[src/rtl/jt51_op_sched.sv]
// Slot scheduler and per-channel connection/feedback store for the jt51 operator pipeline.
// Walks the 32-slot M1/M2/C1/C2 x ch0-7 sequence and decodes modulation selects for the current slot.
module jt51_op_sched #(
    parameter int SLOTS = 32
) (
    input  logic       clk,
    input  logic       rst,
    input  logic       cen,
    input  logic       cfg_we,
    input  logic [2:0] cfg_ch,
    input  logic [2:0] cfg_con,
    input  logic [2:0] cfg_fb,
    output logic [4:0] cnt,
    output logic       zero,
    output logic       m1_enters,
    output logic       m2_enters,
    output logic       c1_enters,
    output logic       c2_enters,
    output logic [2:0] con_I,
    output logic [2:0] fb_II,
    output logic       use_prevprev1,
    output logic       use_prev1,
    output logic       use_prev2,
    output logic       use_internal_x,
    output logic       use_internal_y
);

    logic [4:0] r_cnt;
    logic [2:0] r_fb_ii;
    logic [2:0] r_con [0:7];
    logic [2:0] r_fb  [0:7];

    logic [2:0] w_con_i;
    logic [7:0] w_a;
    logic       w_m1, w_m2, w_c1, w_c2;

    always_ff @(posedge clk) begin
        if (rst) begin
            r_cnt   <= '0;
            r_fb_ii <= '0;
        end else if (cen) begin
            // fb is read before any same-edge write lands, so it tracks the slot just left
            r_fb_ii <= r_fb[r_cnt[2:0]];
            r_cnt   <= (r_cnt == 5'(SLOTS - 1)) ? 5'd0 : r_cnt + 5'd1;
        end
    end

    always_ff @(posedge clk) begin
        if (rst) begin
            for (int i = 0; i < 8; i++) begin
                r_con[i] <= '0;
                r_fb[i]  <= '0;
            end
        end else if (cfg_we) begin
            r_con[cfg_ch] <= cfg_con;
            r_fb[cfg_ch]  <= cfg_fb;
        end
    end

    assign w_con_i = r_con[r_cnt[2:0]];
    assign w_a     = 8'b1 << w_con_i;

    assign w_m1 = (r_cnt[4:3] == 2'd0);
    assign w_m2 = (r_cnt[4:3] == 2'd1);
    assign w_c1 = (r_cnt[4:3] == 2'd2);
    assign w_c2 = (r_cnt[4:3] == 2'd3);

    assign cnt       = r_cnt;
    assign zero      = (r_cnt == 5'd0);
    assign m1_enters = w_m1;
    assign m2_enters = w_m2;
    assign c1_enters = w_c1;
    assign c2_enters = w_c2;
    assign con_I     = w_con_i;
    assign fb_II     = r_fb_ii;

    assign use_prevprev1  = w_m1 | (w_m2 & w_a[5]);
    assign use_prev2      = (w_m2 & (w_a[0] | w_a[1] | w_a[2])) | (w_c2 & w_a[3]);
    assign use_internal_x = w_c2 & w_a[2];
    assign use_internal_y = w_c2 & (w_a[0] | w_a[1] | w_a[3] | w_a[4]);
    assign use_prev1      = w_m1 | (w_m2 & w_a[1])
                          | (w_c1 & (w_a[0] | w_a[2] | w_a[5] | w_a[6]))
                          | (w_c2 & (w_a[2] | w_a[5]));

endmodule

[config.mk]
export PLATFORM = sky130hd
export DESIGN_NAME = jt51_op_sched
export DESIGN_NICKNAME = d
export VERILOG_FILES = /design/src/rtl/jt51_op_sched.sv
export SDC_FILE = /design/constraint.sdc
export NUM_CORES = 1
export LEC_CHECK = 0
export ABC_AREA = 1
export CORE_MARGIN = 3
export CORE_UTILIZATION = 47
export CTS_CLUSTER_DIAMETER = 80
export DETAILED_ROUTE_END_ITERATION = 8
export PLACE_DENSITY = 0.71
export SYNTH_ARGS = -nofsm -noshare
export SYNTH_HDL_FRONTEND = slang
export SYNTH_SLANG_ARGS = --single-unit
[constraint.sdc]
create_clock -name clk -period 1.39 [get_ports clk]
set_clock_uncertainty 0.05 [all_clocks]
set_input_delay 0.278 -clock clk [delete_from_list [all_inputs] [get_ports clk]]
set_output_delay 0.278 -clock clk [all_outputs]
set_load 0.05 [all_outputs]
==> flow_metrics.env <==
export IMPL_synthCells=334
export IMPL_fin_crit_ns=2.14
export IMPL_synth_compound_area_share_pct=5.26
export IMPL_rows=27
export IMPL_globalRouteOverflowTotal=0
export IMPL_min_path_type="reg2reg"
export IMPL_tightest_slew_ns=0.517
export IMPL_hpwl_um=5170
export IMPL_worstSetupStartpointType="flop"
export IMPL_max_vdd_ir_drop_v=0.000812
export IMPL_drt_initial_drc_count=142
export IMPL_first_pass_iters=5
export IMPL_antenna_found_initial=0
export IMPL_clock_latency_ns=0.35
export IMPL_fin_crit_sh_pct=154
export IMPL_power_density_nw_per_um2=1060
export IMPL_grt_max_degree=16
export IMPL_cts_made_buffers=9
export IMPL_cts_root_buf="clkbuf_8"
export IMPL_cts_tree="built"
export IMPL_cp_max_fo=6
export IMPL_wirelength_um=7790
export IMPL_remaining_drc_errors=0
export IMPL_synth_area_per_cell_um2=8.61
export IMPL_clkSinkCount=59
export IMPL_crit_path_top_delay_cell="dfxtp_4"
export IMPL_rrSetupSlack_ns=-0.02
export IMPL_end_kind="output port"
export IMPL_synthAdderAreaFrac_pct=1.30
export IMPL_ys_seq_area_share_pct=57.8
export IMPL_area_growth_pct=60.6
export IMPL_final_core_util_pct=80.9
export IMPL_hold_start="cnt[4]$_SDFFE_PP0P_"
export IMPL_violations="setup timing"
export IMPL_clkTransAtPathRegs_ns=0.07
export IMPL_finalSetupViolations=17
export IMPL_cts_max_level=3
export IMPL_syn_area_um2=2880
export IMPL_routabilityCongestion=0.933
export IMPL_reg2reg_to="cnt[3]$_SDFFE_PP0P_"
export IMPL_path_delay_family="simple AND/OR/NAND/NOR gates"
export IMPL_yosys_warnings=0
export IMPL_hold_violations=0
export IMPL_synth_cell_types=27
export IMPL_cp_required_ns=1.06
export IMPL_synth_top_family_by_area="simple AND/OR/NAND/NOR gates"
export IMPL_dp_cells=473
export IMPL_drive_gt1_share_pct=40.7
export IMPL_port_buffers=33
export IMPL_critical_path_class="reg2out"
export IMPL_timing_rr_start="cnt[0]$_SDFFE_PP0P_"
export IMPL_fmax_ghz=0.467
export IMPL_first_global_vias=2545
export IMPL_ys_flop_type="edfxtp_1"
export IMPL_grt_setup_unrepaired="true"
export IMPL_wl_met2_um=4010
export IMPL_die_h_um=84.2
export IMPL_status="complete, but fails checks"
export IMPL_wl_met3_um=541
export IMPL_avgViaCountPerCell=5.24
export IMPL_met1Wirelength_um=2900
export IMPL_holdWs_ns=0.525
export IMPL_critPathBufInv=3
export IMPL_crit_end="use_prev2"
export IMPL_routedWlPerCell_um=15.5
export IMPL_clockBufferDepth=2
export IMPL_finalNonFillerCells=502
export IMPL_grt_pass1_wl_um=11800
export IMPL_maxSlewHeadroom_pct=65.2
export IMPL_fill_cells=336
export IMPL_leakage_nw=2.02
export IMPL_reg2reg_depth=8
export IMPL_top_layer_used="met4"
export IMPL_postRouteAntennaNets=0
export IMPL_synth_async_sr_flop_share_pct=0
export IMPL_critPathMaxStageDelay_ns=0.41
export IMPL_synthMuxAreaShare_pct=0
export IMPL_synth_edff_count=48
export IMPL_start_util_pct=50.4
export IMPL_antennaDiodeCount=0
export IMPL_fin_nets=441
export IMPL_cp_arrival_ns=1.81
export IMPL_path_cells="clkbuf_16 > nand2_1 > nand3_1 > nand3_2 > nand2_4 > inv_1 > nor3_4 > buf_12"
export IMPL_num_io_pins=34
export IMPL_die_width_um=84.2
export IMPL_synthesis_nets=350
export IMPL_synth_simple_area_share_pct=27.9
export IMPL_core_um2=5710
export IMPL_die_area_um2=7090
export IMPL_synth_xor_xnor_area_share_pct=0
export IMPL_slew_violations=0
export IMPL_cp_depth=8
export IMPL_yosys_register_bits=59
export IMPL_vias=2631
export IMPL_grt_usage_pct=21.5
export IMPL_worst_slack_ns=-0.750
export IMPL_max_cap_violations=0
==> tightest hold or removal path, delay by kind of cell (launching register included) <==
kind	cells	cell delay, ns
compound gates	1	0.06
flops	1	0.37
buf+inv	1	0.11
==> metrics by stage <==
step	cell area (µm²)	total power (W)	setup slack (ns)	setup TNS (ns)
finish	4620	0.00489	-0.750	-6.61
global route	4620	0.00507	-0.845	-7.77
CTS	4360	0.00476	-0.704	-5.56
detailed placement	3930	0.00307	-0.476	-38.25
global placement	3930	0.00307	-0.429	-35.31
floorplan	2980	0.00262	-0.518	-2.05
==> per-layer routing <==
metal / track usage [%] / up-vias
met5: 0 / -
met4: 10.7 / 0
met3: 5.10 / 32
met2: 38.2 / 123
met1: 23.8 / 1226
li1: - / 1250
==> cell families after synthesis <==
logic type / after synthesis
AND/OR/NAND/NOR: 188
flip-flops: 59
buffers and inverters: 56
AO/OA/AOI/OAI: 28
adder cells (fa/ha/maj): 3
==> repair_timing <==
item                                    4_1_cts  5_1_grt
resized for setup                            51       52
endpoints found under the setup margin       66       81
setup buffers                                 8        6
hold buffers                                  0        0
pin swaps                                    16       27
gates cloned                                  0        1
==> cell usage after synthesis (3+ instances only) <==
cell type   n  area (µm²)
inv_1      47         176
nor2_2      3        18.8
nand2_2     6        37.5
nand3_1    20         100
o22ai_1     6        37.5
nor2_1     75         282
nor3_1      4        20.0
a21oi_1     5        25.0
nand2_1    73         274
edfxtp_1   48        1440
ha_1        3        37.5
o21ai_0    14        70.1
dfxtp_1    11         220
==> state kept, by name, indices dropped and copies added, names as in the netlist, named ones only <==
name and flops:
r_con 24, r_fb 24, cnt 5, fb_II 3
==> where the power goes <==
group	total (W)	internal [W]	switching, W	leakage (nW)
Sequential	0.00208	0.00201	0.0000630	0.555
Combinational	0.00117	0.000514	0.000653	1.35
Clock	0.00164	0.000996	0.000648	0.110
Total	0.00489	0.00353	0.00136	2.02
==> how the worst min path moves through the flow <==
stage / slack [ns] / end / cells past startpoint
final: 0.52 / cnt[4]$_SDFFE_PP0P_ / 2
after global routing: 0.55 / cnt[4]$_SDFFE_PP0P_ / 2
after CTS: 0.53 / cnt[4]$_SDFFE_PP0P_ / 2
after detailed placement: 0.53 / cnt[3]$_SDFFE_PP0P_ / 2
after global placement: 0.52 / cnt[3]$_SDFFE_PP0P_ / 2
after floorplan: 0.38 / cnt[0]$_SDFFE_PP0P_ / 2
==> layout by cell type, fill, tap and decap left out, drive strengths merged <==
master | netlist | final
nand2 | 81 | 81
nor2 | 79 | 79
buf | 5 | 72
edfxtp | 48 | 48
inv | 49 | 48
nand3 | 22 | 22
o21ai | 15 | 15
clkdlybuf4s50 | 0 | 12
clkbuf | 0 | 11
dfxtp | 11 | 11
o22ai | 6 | 6
clkinv | 2 | 6
nor3 | 5 | 5
a21oi | 5 | 5
ha | 3 | 3
bufinv | 0 | 2
clkinvlp | 0 | 1
o21a | 1 | 1
a31oi | 1 | 1
nor4 | 1 | 1
==> cell type report <==
cell class | instances | area (µm²) | area share [%]
Clock inverter | 6 | 80.1 | 1.73
Tap cell | 72 | 90.1 | 1.95
Inverter | 51 | 210 | 4.55
Sequential cell | 59 | 1690 | 36.5
Clock buffer | 10 | 128 | 2.76
Multi-Input combinational cell | 219 | 1350 | 29.2
Timing Repair Buffer | 85 | 1080 | 23.3
(Power assumes the default switching activity.)
